### src/rtl/sysid_access_ctrl_if.sv
// Requester-side read bus for the shared system-ID slave.
// Level request per requester, one-hot grant, one-hot return valid.
interface sysid_access_ctrl_if #(
    parameter int N_REQ = 2
);
    logic [N_REQ-1:0] req;
    logic [N_REQ-1:0] req_addr;
    logic [N_REQ-1:0] gnt;
    logic [N_REQ-1:0] rvalid;
    logic [31:0]      rdata;

    modport master (
        output req,
        output req_addr,
        input  gnt,
        input  rvalid,
        input  rdata
    );

    modport slave (
        input  req,
        input  req_addr,
        output gnt,
        output rvalid,
        output rdata
    );
endinterface

### src/rtl/sysid_access_ctrl.sv
// Self-checks the system-ID slave after reset, then shares it
// round-robin between requesters with registered return data.
module sysid_access_ctrl #(
    parameter int          N_REQ       = 2,
    parameter logic [31:0] EXPECTED_ID = 32'h00000000,
    parameter logic [31:0] EXPECTED_TS = 32'h4F2B4ED0,
    parameter int          MAX_RETRY   = 3
) (
    input  logic                clock,
    input  logic                reset,
    output logic                sysid_address,
    input  logic [31:0]         sysid_readdata,
    sysid_access_ctrl_if.slave  bus,
    output logic                check_done,
    output logic                id_ok,
    output logic                id_err,
    output logic [2:0]          retry_cnt
);
    localparam int PW = (N_REQ > 1) ? $clog2(N_REQ) : 1;

    typedef enum logic [1:0] {
        CHK_ID,
        CHK_TS,
        RETRY,
        SERVE
    } state_t;

    state_t           state;
    logic             id_match;
    logic [PW-1:0]    rr_ptr;
    logic [PW-1:0]    sel;
    logic             any;
    logic [PW:0]      j;
    logic [N_REQ-1:0] gnt_vec;
    logic             ts_now;

    // First asserted request at or after rr_ptr, wrapping modulo N_REQ
    always_comb begin
        sel = '0;
        any = 1'b0;
        j   = '0;
        for (int i = 0; i < N_REQ; i++) begin
            j = {1'b0, rr_ptr} + (PW+1)'(i);
            if (j >= (PW+1)'(N_REQ)) j = j - (PW+1)'(N_REQ);
            if (!any && bus.req[j[PW-1:0]]) begin
                any = 1'b1;
                sel = j[PW-1:0];
            end
        end
    end

    always_comb begin
        gnt_vec = '0;
        if (state == SERVE && any) gnt_vec[sel] = 1'b1;
    end

    always_comb begin
        sysid_address = 1'b0;
        unique case (state)
            CHK_TS:  sysid_address = 1'b1;
            SERVE:   sysid_address = any ? bus.req_addr[sel] : 1'b0;
            default: sysid_address = 1'b0;
        endcase
    end

    assign bus.gnt = gnt_vec;
    assign ts_now  = (sysid_readdata == EXPECTED_TS);

    always_ff @(posedge clock) begin
        if (reset) begin
            state      <= CHK_ID;
            id_match   <= 1'b0;
            rr_ptr     <= '0;
            bus.rvalid <= '0;
            bus.rdata  <= '0;
            check_done <= 1'b0;
            id_ok      <= 1'b0;
            id_err     <= 1'b0;
            retry_cnt  <= '0;
        end else begin
            bus.rvalid <= '0;
            unique case (state)
                CHK_ID: begin
                    id_match <= (sysid_readdata == EXPECTED_ID);
                    state    <= CHK_TS;
                end
                CHK_TS: begin
                    if (id_match && ts_now) begin
                        state      <= SERVE;
                        id_ok      <= 1'b1;
                        check_done <= 1'b1;
                    end else if (retry_cnt < 3'(MAX_RETRY)) begin
                        state     <= RETRY;
                        retry_cnt <= retry_cnt + 3'd1;
                    end else begin
                        state      <= SERVE;
                        id_err     <= 1'b1;
                        check_done <= 1'b1;
                    end
                end
                RETRY: state <= CHK_ID;
                SERVE: begin
                    if (any) begin
                        bus.rdata  <= sysid_readdata;
                        bus.rvalid <= gnt_vec;
                        rr_ptr     <= (sel == PW'(N_REQ - 1)) ? '0
                                                              : sel + PW'(1);
                    end
                end
                default: state <= CHK_ID;
            endcase
        end
    end
endmodule
### src/flat_wrapper.sv
// flat-port wrapper written by rule: the top's interface ports become plain ports
module sysid_access_ctrl_flat 
#(
    parameter int          N_REQ       = 2,
    parameter logic [31:0] EXPECTED_ID = 32'h00000000,
    parameter logic [31:0] EXPECTED_TS = 32'h4F2B4ED0,
    parameter int          MAX_RETRY   = 3
)
  (clock, reset, sysid_address, sysid_readdata, check_done, id_ok, id_err, retry_cnt, bus_req, bus_req_addr, bus_gnt, bus_rvalid, bus_rdata);
  sysid_access_ctrl_if #(.N_REQ(N_REQ)) bus_i ();
  input  logic clock;
  input  logic reset;
  output logic sysid_address;
  input  logic [31:0] sysid_readdata;
  output logic check_done;
  output logic id_ok;
  output logic id_err;
  output logic [2:0] retry_cnt;
  input wire logic [$bits(bus_i.req)-1:0] bus_req;
  input wire logic [$bits(bus_i.req_addr)-1:0] bus_req_addr;
  output wire logic [$bits(bus_i.gnt)-1:0] bus_gnt;
  output wire logic [$bits(bus_i.rvalid)-1:0] bus_rvalid;
  output wire logic [$bits(bus_i.rdata)-1:0] bus_rdata;
  assign bus_i.req = bus_req;
  assign bus_i.req_addr = bus_req_addr;
  assign bus_gnt = bus_i.gnt;
  assign bus_rvalid = bus_i.rvalid;
  assign bus_rdata = bus_i.rdata;
  sysid_access_ctrl #(.N_REQ(N_REQ), .EXPECTED_ID(EXPECTED_ID), .EXPECTED_TS(EXPECTED_TS), .MAX_RETRY(MAX_RETRY)) u_core (.clock(clock), .reset(reset), .sysid_address(sysid_address), .sysid_readdata(sysid_readdata), .bus(bus_i), .check_done(check_done), .id_ok(id_ok), .id_err(id_err), .retry_cnt(retry_cnt));
endmodule
### config.mk
export PLATFORM = sky130hd
export DESIGN_NAME = sysid_access_ctrl_flat
export DESIGN_NICKNAME = d
export VERILOG_FILES = /design/src/rtl/sysid_access_ctrl_if.sv /design/src/rtl/sysid_access_ctrl.sv /design/src/flat_wrapper.sv
export SDC_FILE = /design/constraint.sdc
export NUM_CORES = 1
export LEC_CHECK = 0
export CAP_MARGIN = 20
export CORE_ASPECT_RATIO = 0.5
export CORE_MARGIN = 2
export CORE_UTILIZATION = 43
export DETAILED_ROUTE_END_ITERATION = 6
export PLACE_DENSITY = 0.91
export SLEW_MARGIN = 5
export SYNTH_ARGS = -nofsm -noshare
export SYNTH_HDL_FRONTEND = slang
export SYNTH_SLANG_ARGS = --single-unit
### constraint.sdc
create_clock -name clock -period 4.51 [get_ports clock]
set_input_delay 0.902 -clock clock [delete_from_list [all_inputs] [get_ports clock]]
set_output_delay 0.902 -clock clock [all_outputs]
set_load 0.05 [all_outputs]
==> results.env, run 1 <==
OUTCOME='complete, no violations'
DPL_CELL_AREA_MM2=0.00253
NUMBER_OF_ANTENNA_VIOLATIONS_AT_THE_FIRST_CHECK_IN_GLOBAL_ROUTING=0
SLEW-LIMIT-HEADROOM_PCT=40.4
TRITONCTS_NUM_SINKS=44
DP.FINAL_HPWL_UM=3550
SYNTH_COMPOUND_AREA_SHARE_PCT=14.0
IR_WORST_VDD_mV=0.160
CELLLEAKAGEPOWER_nW=0.871
CORE-AREA_MM2=0.00384
REG2REG_FROM='u_core.id_match$_SDFFE_PP0N_'
R2R.WORST_PATH.CELLS=5
INSERTION_DELAY_NS=0.29
FINAL_NETS=326
HOLD_VIOLATIONS=0
REQUIRED_ARRIVAL_TIME_AT_THE_WORST_ENDPOINT_NS=3.61
CPMOSTUSEDCELL='sky130_fd_sc_hd__clkdlybuf4s50_1'
POWER_DENSITY_CELLS_mW_PER_MM2=304
DIE_W_UM=92.6
CLK_SKEW_NS=0.00539
WORSTPATHCELLLIST='clkdlybuf4s50_1, inv_1, o21ai_0, and2_1, a221o_1, clkdlybuf4s50_1'
ANT_NETS=0
CLK_PIN_SLEW_NS=0.08
SLOWEST_DELAY_NS=0.79
SYNTH_CELL_TYPE_COUNT=25
FLOPS_LATCHES_SYNTH=44
HTREEDEPTH=2
PATH_CLASS='in -> out'
FINALNONFILLERCELLS=342
LEADING_CELL_TYPE_IN_THE_LAYOUT_FILL_AND_TAPS_EXCLUDED='sky130_fd_sc_hd__clkdlybuf4s50_1'
DIE-AREA_MM2=0.00448
GLOBAL_ROUTE.USAGE.TOTAL_PCT=23.0
HOLD_CLASS='reg -> reg'
CRITICAL_PATH.MAX_FANOUT=3
POST_SYNTHESIS_CELL_AREA_MM2=0.00169
SYNTH-ADDER-AREA-SHARE_PCT=0.741
TRITONCTS_BUFFERS=5
POST_ROUTE_CELLS_DRIVE_ABOVE_1_SHARE_PCT=5.21
MAX_SLEW_VIOLATION_COUNT=0
CRIT-REG2REG-CAPTURE='u_core.retry_cnt[0]$_SDFFE_PP0P_'
SWSHARE_PCT=26.7
CP_TOP_FAMILY='buffers and inverters'
INTPOWER_mW=0.585
LAYOUT-AREA-OVERHEAD-VS-SYNTH_PCT=55.1
GRT_PASS1_WL_UM=8020
BUFFER_PORTS.INSERTED=80
POST_DETAILED_ROUTE_WIRELENGTH_PER_CELL_UM=14.6
FINALWIRELENGTH_UM=4990
RRSETUPSLACK_NS=2.84
SYNTH_TOP_FAMILY_BY_AREA='simple AND/OR/NAND/NOR gates'
POWER_FRAC_SEQ_PCT=51.1
CRIT_PATH_END='sysid_address'
ARRIVAL_NS=2.90
SYNTH_TOP_CELLS_BY_AREA='sky130_fd_sc_hd__dfxtp_1, sky130_fd_sc_hd__nand2_1, sky130_fd_sc_hd__a21oi_1, sky130_fd_sc_hd__nor4_1, sky130_fd_sc_hd__clkbuf_1'
POSTSYNTHAREAPERCELL_UM2=8.04
SYNTH-WARNING-COUNT=0
MIN_PERIOD_OVER_PERIOD_PCT=84.4
PLACEMENTROWS=16
CLKPWRFRAC_PCT=31.4
CTS_POST_SETUP_BUFFERS_INSERTED=0
TIMING.FINAL.SETUP_VIOLATIONS=0
SYNTH_TOP_CELL_BY_AREA='sky130_fd_sc_hd__dfxtp_1'
PLACE_WS_NS=0.729
SYNTH.AREA.MUX_SHARE_PCT=1.48
VIASPERCELL=5.19
GRT_PASS1_VIAS=1710
CLK_PATH_BUF_DEPTH=2
WORSTPATHBUFFERINVERTERCOUNT=3
SWITCHINGPOWER_mW=0.213
DRC=0
MOST-COMMON-LAYOUT-CELLS='sky130_fd_sc_hd__clkdlybuf4s50_1, sky130_fd_sc_hd__nand2_1, sky130_fd_sc_hd__dfxtp_1, sky130_fd_sc_hd__a21oi_1, sky130_fd_sc_hd__nor4_1'
DPL.CELL_COUNT=334
POWER_mW=0.797
NUMBER_OF_INSTANCES_RESIZED_DURING_POST_CTS_REPAIR=0
SYNTH_SEQ_AREA_SHARE_PCT=52.1
DRT_ITER0_DRC=71
GLOBAL_ROUTE.OVERFLOW_TOTAL=0
SETUP.WORST_PATH.START='bus_req[0]'
YOSYSTOPAREACELLSHARE_PCT=52.1
CTS_TREE='yes'
MAPPEDNETLISTNETS=249
CRITPATHLAUNCHTYPE='input port'
INITIAL_UTILIZATION_PCT=43.9
PLACE_CONGESTION=0.863
FINAL.MIN_CLOCK_PERIOD_NS=3.81
FRACTION_OF_THE_MAPPED_NETLIST_AREA_IN_SIMPLE_LOGIC_GATES_PCT=28.5
CHIPHEIGHT_UM=48.3
NUMBER_OF_STAGES_ON_THE_WORST_SETUP_PATH=6
CAP_VIOL_MAX_COUNT=0
FLOORPLAN.IO_PINS=81
TIMING.FMAX_MHz=263
SYN-INSTANCE-COUNT=210
POWER_FRAC_COMB_PCT=17.4
DR_TOTAL_VIAS=1776
NUM_ANTENNA_CELLS=0
WORST-SLEW-PIN-TRANSITION_NS=0.891
SYNTHXORXNORAREAFRAC_PCT=0
FINALINSTANCEAREA_MM2=0.00262
PIN_COUNT_OF_THE_BIGGEST_NET_ENTERING_GLOBAL_ROUTING=34
FINAL.SETUP.TNS_NS=0
GRT_SETUP_UNREPAIRED='false'
CPMAXSTAGEDELAYCELL='sky130_fd_sc_hd__clkdlybuf4s50_1'
POSTCTSHOLDBUFS=0
NUM-FILL-CELLS=311
CTS_ROOT_BUF='sky130_fd_sc_hd__clkbuf_8'
FINAL_CRITICAL_PATH_SETUP_SLACK_NS=0.705
CRITPATHCAPTURETYPE='output pin'
DRTPASS1ITERATIONS=4
[flip-flops by register name, summed over array words and instances, names as in the netlist]
signal / flops
u_core.check_done: 1
u_core.rr_ptr: 1
u_core.state: 2
u_core.bus.rdata: 32
u_core.id_err: 1
u_core.retry_cnt: 3
u_core.id_ok: 1
u_core.id_match: 1
u_core.bus.rvalid: 2
[power groups by stage]
stage | Clock (mW) | Combinational (mW) | Sequential (mW)
floorplan | 0 | 0.0404 | 0.446
global placement | 0 | 0.134 | 0.416
detailed placement | 0 | 0.137 | 0.416
CTS | 0.255 | 0.138 | 0.407
global route | 0.275 | 0.147 | 0.409
finish | 0.251 | 0.139 | 0.408
[synthesized netlist by cell type, drive strengths merged]
library cell  count
o21ai             2
nor4              8
nand2            67
dfxtp            44
a21oi            37
nor2              9
nand3             1
nand2b            3
ha                1
or4               2
nand4             5
mux2i             1
or3               1
nor3              4
a221o             1
o21ba             1
mux2              1
o31ai             1
and2              1
nor2b             5
inv               2
clkbuf           12
or2               1
[final cells by class]
cell class	instances	area (µm²)	area share [%]
flip-flops and latches	44	881	33.6
repair buffers	82	816	31.1
multi-input cells	152	758	28.9
inverters	2	7.51	0.287
clock buffers	8	90.1	3.44
well taps	54	67.6	2.58
[worst min-delay path, stage by stage, from the launching register on]
cell	delay [ns]
sky130_fd_sc_hd__dfxtp_1	0.31
sky130_fd_sc_hd__inv_1	0.05
sky130_fd_sc_hd__a21oi_1	0.05
[how the worst min path moves through the flow]
stage | from | to | depth (start not counted)
6_report | u_core.id_err$_SDFFE_PP0P_ | u_core.id_err$_SDFFE_PP0P_ | 2
4_1_cts | u_core.id_err$_SDFFE_PP0P_ | u_core.id_err$_SDFFE_PP0P_ | 2
5_1_grt | u_core.bus.rdata[14]$_SDFFE_PP0N_ | u_core.bus.rdata[14]$_SDFFE_PP0N_ | 2
3_3_place_gp | u_core.id_err$_SDFFE_PP0P_ | u_core.id_err$_SDFFE_PP0P_ | 2
3_5_place_dp | u_core.id_err$_SDFFE_PP0P_ | u_core.id_err$_SDFFE_PP0P_ | 2
2_1_floorplan | u_core.id_match$_SDFFE_PP0N_ | u_core.id_match$_SDFFE_PP0N_ | 2
[per-layer routing]
| metal | up-vias | global-route usage [%] | routed length (µm) |
|---|---|---|---|
| met5 | - | 0 | 0 |
| li1 | 861 | - | - |
| met3 | 14 | 5.61 | 274 |
| met1 | 832 | 26.8 | 2100 |
| met4 | 0 | 8.82 | 115 |
| met2 | 69 | 41.4 | 2500 |
[kinds of logic after synthesis]
family                     count (synthesis)
AOI/OAI and AO/OA                         42
and+or+nand+nor                          107
buffers and inverters                     14
muxes                                      2
DFF                                       44
adders and majority gates                  1
[stage by stage]
step                      hold WS (ns)  util, %
after detailed placement         0.444     65.8
after global placement           0.437     65.8
final                            0.453     68.2
after CTS                        0.455     68.2
after global routing             0.478     68.2
after floorplan                  0.450        -
Note: power is estimated with default switching activity, not from simulation.
==> inputs of run 2 (changes only) <==
Settings changed: CORE_UTILIZATION 43 to 40, PLACE_DENSITY 0.91 to 0.86.
Clock period 4.51 ns to 3.66 ns, I/O delays scaled along.
==> run 2 against run 1 <==
Critical path depth shrank 2. Critical endpoint is now bus_gnt[1]. Combinational power grew 22%. Critical path type unchanged. Clock-buffer cell count shrank 2. Clock skew is essentially flat. Largest cell class unchanged. Total power grew 23%. Worst setup slack lost 0.19 ns. Core utilization shrank 2.5 points. Clock power grew 23%. Die area grew 7.0%. Register-to-register slack lost 0.89 ns. First-iteration DRC count grew 59%.
==> results.env, run 2 (synthesis results as in run 1) <==
OUTCOME='complete, no violations'
FINALWIRELENGTH_UM=4860
INSERTION_DELAY_NS=0.29
CAP_VIOL_MAX_COUNT=0
CLK_PIN_SLEW_NS=0.08
DP.FINAL_HPWL_UM=3630
HOLD_VIOLATIONS=0
REG2REG_FROM='u_core.id_match$_SDFFE_PP0N_'
FINAL_CRITICAL_PATH_SETUP_SLACK_NS=0.517
CRIT-REG2REG-CAPTURE='u_core.retry_cnt[0]$_SDFFE_PP0P_'
DRC=0
SETUP.WORST_PATH.START='bus_req[1]'
TIMING.FINAL.SETUP_VIOLATIONS=0
NUMBER_OF_ANTENNA_VIOLATIONS_AT_THE_FIRST_CHECK_IN_GLOBAL_ROUTING=0
PIN_COUNT_OF_THE_BIGGEST_NET_ENTERING_GLOBAL_ROUTING=34
SLOWEST_DELAY_NS=0.84
POWER_FRAC_COMB_PCT=17.3
CTS_POST_SETUP_BUFFERS_INSERTED=0
CLKPWRFRAC_PCT=31.5
PLACE_WS_NS=0.499
CPMOSTUSEDCELL='sky130_fd_sc_hd__clkdlybuf4s50_1'
CLK_SKEW_NS=0.00495
ANT_NETS=0
NUMBER_OF_INSTANCES_RESIZED_DURING_POST_CTS_REPAIR=0
LAYOUT-AREA-OVERHEAD-VS-SYNTH_PCT=55.0
LARGESTREGISTERS='u_core.bus.rdata: 32 flops, u_core.retry_cnt: 3 flops'
GRT_SETUP_UNREPAIRED='false'
DR_TOTAL_VIAS=1736
GRT_PASS1_WL_UM=7730
DIE-AREA_MM2=0.00479
IR_WORST_VDD_mV=0.166
INTPOWER_mW=0.716
DIE_W_UM=95.9
REQUIRED_ARRIVAL_TIME_AT_THE_WORST_ENDPOINT_NS=2.93
TRITONCTS_NUM_SINKS=44
NUM-FILL-CELLS=334
CTS_ROOT_BUF='sky130_fd_sc_hd__clkbuf_8'
SWSHARE_PCT=27.0
HTREEDEPTH=2
MIN_PERIOD_OVER_PERIOD_PCT=85.9
WORSTPATHCELLLIST='clkdlybuf4s50_1, o21ai_0, nor2_1, clkdlybuf4s50_1'
CTS_TREE='yes'
GLOBAL_ROUTE.USAGE.TOTAL_PCT=21.1
POSTCTSHOLDBUFS=0
ARRIVAL_NS=2.41
DPL_CELL_AREA_MM2=0.00252
LEADING_CELL_TYPE_IN_THE_LAYOUT_FILL_AND_TAPS_EXCLUDED='sky130_fd_sc_hd__clkdlybuf4s50_1'
POWER_FRAC_SEQ_PCT=51.2
CHIPHEIGHT_UM=50.0
POST_DETAILED_ROUTE_WIRELENGTH_PER_CELL_UM=14.2
TRITONCTS_BUFFERS=5
NUM_ANTENNA_CELLS=0
VIASPERCELL=5.08
FINAL_NETS=326
CRITPATHLAUNCHTYPE='input port'
BUFFER_PORTS.INSERTED=80
LARGEST_REGISTER_FFS=32
HOLD_CLASS='reg -> reg'
POWER_DENSITY_CELLS_mW_PER_MM2=375
CRIT_PATH_END='bus_gnt[1]'
CLK_PATH_BUF_DEPTH=2
MAX_SLEW_VIOLATION_COUNT=0
POST_ROUTE_CELLS_DRIVE_ABOVE_1_SHARE_PCT=6.60
SWITCHINGPOWER_mW=0.264
GRT_PASS1_VIAS=1658
FINAL.SETUP.TNS_NS=0
FINALINSTANCEAREA_MM2=0.00262
POWER_mW=0.981
CELLLEAKAGEPOWER_nW=0.880
TIMING.FMAX_MHz=318
R2R.WORST_PATH.CELLS=5
RRSETUPSLACK_NS=1.95
PLACEMENTROWS=16
GLOBAL_ROUTE.OVERFLOW_TOTAL=0
CPMAXSTAGEDELAYCELL='sky130_fd_sc_hd__clkdlybuf4s50_1'
CRITICAL_PATH.MAX_FANOUT=3
MOST-COMMON-LAYOUT-CELLS='sky130_fd_sc_hd__clkdlybuf4s50_1, sky130_fd_sc_hd__nand2_1, sky130_fd_sc_hd__dfxtp_1, sky130_fd_sc_hd__a21oi_1, sky130_fd_sc_hd__nor4_1'
DRTPASS1ITERATIONS=4
FLOORPLAN.IO_PINS=81
INITIAL_UTILIZATION_PCT=42.4
FINAL_STANDARD_CELL_UTILIZATION_OF_THE_CORE_PCT=65.7
CRITPATHCAPTURETYPE='output pin'
PATH_CLASS='in -> out'
PLACE_CONGESTION=0.832
DRT_ITER0_DRC=113
CORE-AREA_MM2=0.00398
WORST-SLEW-PIN-TRANSITION_NS=0.810
SLEW-LIMIT-HEADROOM_PCT=45.9
FINAL.MIN_CLOCK_PERIOD_NS=3.14
LARGEST_REG_BY_FF_COUNT='u_core.bus.rdata'
[run 2: final cells by class]
class / instances / area, µm² / area share [%]
clock inverter: 2 / 10.0 / 0.382
multi-input combinational: 152 / 758 / 29.0
tap: 54 / 67.6 / 2.58
inverter: 2 / 7.51 / 0.287
sequential: 44 / 881 / 33.7
clock buffer: 6 / 82.6 / 3.15
timing repair buffer: 82 / 811 / 31.0
[run 2: worst min-delay path by stage]
stage                                         to  depth (start not counted)  slack, ns                              start
2_1_floorplan       u_core.id_match$_SDFFE_PP0N_                          2       0.45       u_core.id_match$_SDFFE_PP0N_
3_3_place_gp          u_core.id_err$_SDFFE_PP0P_                          2       0.44         u_core.id_err$_SDFFE_PP0P_
3_5_place_dp          u_core.id_err$_SDFFE_PP0P_                          2       0.44         u_core.id_err$_SDFFE_PP0P_
4_1_cts               u_core.id_err$_SDFFE_PP0P_                          2       0.45         u_core.id_err$_SDFFE_PP0P_
5_1_grt        u_core.bus.rdata[30]$_SDFFE_PP0N_                          2       0.47  u_core.bus.rdata[30]$_SDFFE_PP0N_
6_report              u_core.id_err$_SDFFE_PP0P_                          2       0.45         u_core.id_err$_SDFFE_PP0P_
[run 2: stage by stage]
stage / hold WS [ns] / instances
finish: 0.452 / 342
floorplan: 0.450 / 210
global route: 0.473 / 342
CTS: 0.455 / 342
global placement: 0.437 / 334
detailed placement: 0.444 / 334
[run 2: routing by layer]
| layer | vias to the layer above | track usage [%] | share of wire [%] |
|---|---|---|---|
| li1 | 862 | - | - |
| met1 | 817 | 27.2 | 44 |
| met2 | 49 | 34.6 | 50 |
| met3 | 8 | 5.05 | 4.7 |
| met4 | 0 | 7.38 | 1.7 |
| met5 | - | 0 | 0 |
[run 2: power groups by stage]
stage	clock network [mW]	registers, mW	logic [mW]
global placement	0	0.512	0.165
finish	0.309	0.502	0.169
global route	0.337	0.504	0.180
CTS	0.320	0.502	0.170
detailed placement	0	0.513	0.169
floorplan	0	0.549	0.0498
[run 2: critical path, delay by kind of cell]
family	cells	cell delay (ns)
AOI/OAI and AO/OA	1	0.13
buffers and inverters	2	1.31
and+or+nand+nor	1	0.23
==> inputs of run 3 (changes only) <==
Settings changed: CORE_UTILIZATION 40 to 42, CTS_BUF_LIST set to sky130_fd_sc_hd__clkbuf_4 sky130_fd_sc_hd__clkbuf_8, PLACE_DENSITY 0.86 to 0.89.
==> run 3 against run 2 <==
Worst hold slack improved by 0.0041 ns. First-iteration DRC count up 8.0%. Highest routed layer unchanged. Die area shrank 4.5%.
==> results.env, run 3 (synthesis results as in run 1) <==
CLK_SKEW_NS=0.00281
SLOWEST_DELAY_NS=0.82
WORST-SLEW-PIN-TRANSITION_NS=0.890
TIMING.FINAL.SETUP_VIOLATIONS=0
PLACE_WS_NS=0.282
INSERTION_DELAY_NS=0.30
VIASPERCELL=5.11
ANT_NETS=0
BUFFER_PORTS.INSERTED=80
DIE-AREA_MM2=0.00458
CRITICAL_PATH.MAX_FANOUT=3
CRITPATHLAUNCHTYPE='input port'
CORE-AREA_MM2=0.00388
CLK_PIN_SLEW_NS=0.08
GRT_SETUP_UNREPAIRED='false'
HTREEDEPTH=2
NUMBER_OF_INSTANCES_RESIZED_DURING_POST_CTS_REPAIR=0
R2R.WORST_PATH.CELLS=5
HOLD_END='u_core.bus.rdata[6]$_SDFFE_PP0N_'
SEQCELLAREA_UM2=881
REQUIRED_ARRIVAL_TIME_AT_THE_WORST_ENDPOINT_NS=2.93
NUMBER_OF_ANTENNA_VIOLATIONS_AT_THE_FIRST_CHECK_IN_GLOBAL_ROUTING=0
MOST-COMMON-LAYOUT-CELLS='sky130_fd_sc_hd__clkdlybuf4s50_1, sky130_fd_sc_hd__nand2_1, sky130_fd_sc_hd__dfxtp_1, sky130_fd_sc_hd__a21oi_1, sky130_fd_sc_hd__nor4_1'
LARGEST_REGISTER_FFS=32
FINAL_CRITICAL_PATH_SETUP_SLACK_NS=0.285
PIN_COUNT_OF_THE_BIGGEST_NET_ENTERING_GLOBAL_ROUTING=34
CTS_POST_SETUP_BUFFERS_INSERTED=0
NUM_ANTENNA_CELLS=0
POST_DETAILED_ROUTE_WIRELENGTH_PER_CELL_UM=14.0
GRT_PASS1_VIAS=1616
RRSETUPSLACK_NS=1.97
LEADING_CELL_TYPE_IN_THE_LAYOUT_FILL_AND_TAPS_EXCLUDED='sky130_fd_sc_hd__clkdlybuf4s50_1'
POST_ROUTE_CELLS_DRIVE_ABOVE_1_SHARE_PCT=6.25
WORSTHOLDSTART='u_core.bus.rdata[6]$_SDFFE_PP0N_'
HOLD_VIOLATIONS=0
CRITPATHCAPTURETYPE='output pin'
CAP_VIOL_MAX_COUNT=0
CLK_PATH_BUF_DEPTH=2
PATH_CLASS='in -> out'
CPMOSTUSEDCELL='sky130_fd_sc_hd__clkdlybuf4s50_1'
FINAL.MIN_CLOCK_PERIOD_NS=3.38
REG2REG_FROM='u_core.id_match$_SDFFE_PP0N_'
CHIPHEIGHT_UM=48.8
TIMING.HOLD.WS_NS=0.456
MULTI_INPUT_AREA_UM2=758
NUM-FILL-CELLS=293
GLOBAL_ROUTE.OVERFLOW_TOTAL=0
WORSTPATHCELLLIST='clkdlybuf4s50_1, inv_1, o21ai_0, and2_1, clkdlybuf4s50_1'
TRITONCTS_BUFFERS=5
OUTCOME='complete, no violations'
FINALWIRELENGTH_UM=4780
PLACE_CONGESTION=0.834
INITIAL_UTILIZATION_PCT=43.5
DRTPASS1ITERATIONS=4
DRT_ITER0_DRC=122
DIE_W_UM=93.7
HOLDPATHSTAGES=2
HOLD_CLASS='reg -> reg'
CRIT-REG2REG-CAPTURE='u_core.retry_cnt[0]$_SDFFE_PP0P_'
IR_WORST_VDD_mV=0.197
FINAL_NETS=326
SLEW-LIMIT-HEADROOM_PCT=40.5
POWER_DENSITY_CELLS_mW_PER_MM2=380
LARGESTREGISTERS='u_core.bus.rdata: 32 flops, u_core.retry_cnt: 3 flops'
TIMING.FMAX_MHz=296
DRC=0
CELLLEAKAGEPOWER_nW=0.879
DR_TOTAL_VIAS=1747
PLACEMENTROWS=16
DP.FINAL_HPWL_UM=3520
GRT_PASS1_WL_UM=7770
MIN_PERIOD_OVER_PERIOD_PCT=92.2
FINAL.SETUP.TNS_NS=0
FINAL_STANDARD_CELL_UTILIZATION_OF_THE_CORE_PCT=67.6
FLOORPLAN.IO_PINS=81
CTS_ROOT_BUF='sky130_fd_sc_hd__clkbuf_8'
POSTCTSHOLDBUFS=0
MAX_SLEW_VIOLATION_COUNT=0
LAYOUT-AREA-OVERHEAD-VS-SYNTH_PCT=55.4
CTS_TREE='yes'
TRITONCTS_NUM_SINKS=44
ARRIVAL_NS=2.64
CPMAXSTAGEDELAYCELL='sky130_fd_sc_hd__clkdlybuf4s50_1'
LARGEST_REG_BY_FF_COUNT='u_core.bus.rdata'
GLOBAL_ROUTE.USAGE.TOTAL_PCT=21.7
==> run 3: worst max-delay path: cells and delay by family <==
| family | cells | cell delay, ns |
|---|---|---|
| buffers and inverters | 3 | 1.35 |
| AOI/OAI and AO/OA | 1 | 0.31 |
| and+or+nand+nor | 1 | 0.25 |
==> run 3: report_power, final <==
group / leakage, nW / internal (mW) / switching [mW]
Combinational: 0.471 / 0.0741 / 0.0958
Sequential: 0.356 / 0.492 / 0.00995
Clock: 0.0523 / 0.169 / 0.157
Total: 0.879 / 0.735 / 0.263
==> run 3: worst max-delay path by stage <==
stage | startpoint | to | slack, ns
floorplan | bus_req[0] | sysid_address | 0.74
global placement | bus_req[0] | bus_gnt[0] | 0.46
detailed placement | bus_req[0] | bus_gnt[0] | 0.28
CTS | bus_req[0] | bus_gnt[0] | 0.27
global route | bus_req[0] | bus_gnt[0] | 0.20
finish | bus_req[0] | bus_gnt[0] | 0.28
==> run 3: cell type report <==
type | instances | area share, %
repair buffers | 82 | 31.0
clock buffers | 8 | 3.72
multi-input cells | 152 | 28.9
inverters | 2 | 0.286
well taps | 54 | 2.57
flip-flops and latches | 44 | 33.6
==> run 3: stage by stage <==
stage               std cells  power [mW]  instance area, µm²
finish                    342       0.998                2630
floorplan                 210       0.599                1690
CTS                       342        1.00                2630
detailed placement        334       0.682                2530
global placement          334       0.678                2530
global route              342        1.03                2630
==> run 3: per-layer routing <==
layer / vias to the layer above / global-route usage, % / routed length [µm] / share of wire [%]
met3: 10 / 7.42 / 236 / 4.9
met4: 0 / 6.52 / 64 / 1.3
li1: 865 / - / - / -
met5: - / 0 / 0 / 0
met2: 48 / 34.4 / 2320 / 48
met1: 824 / 28.1 / 2170 / 45
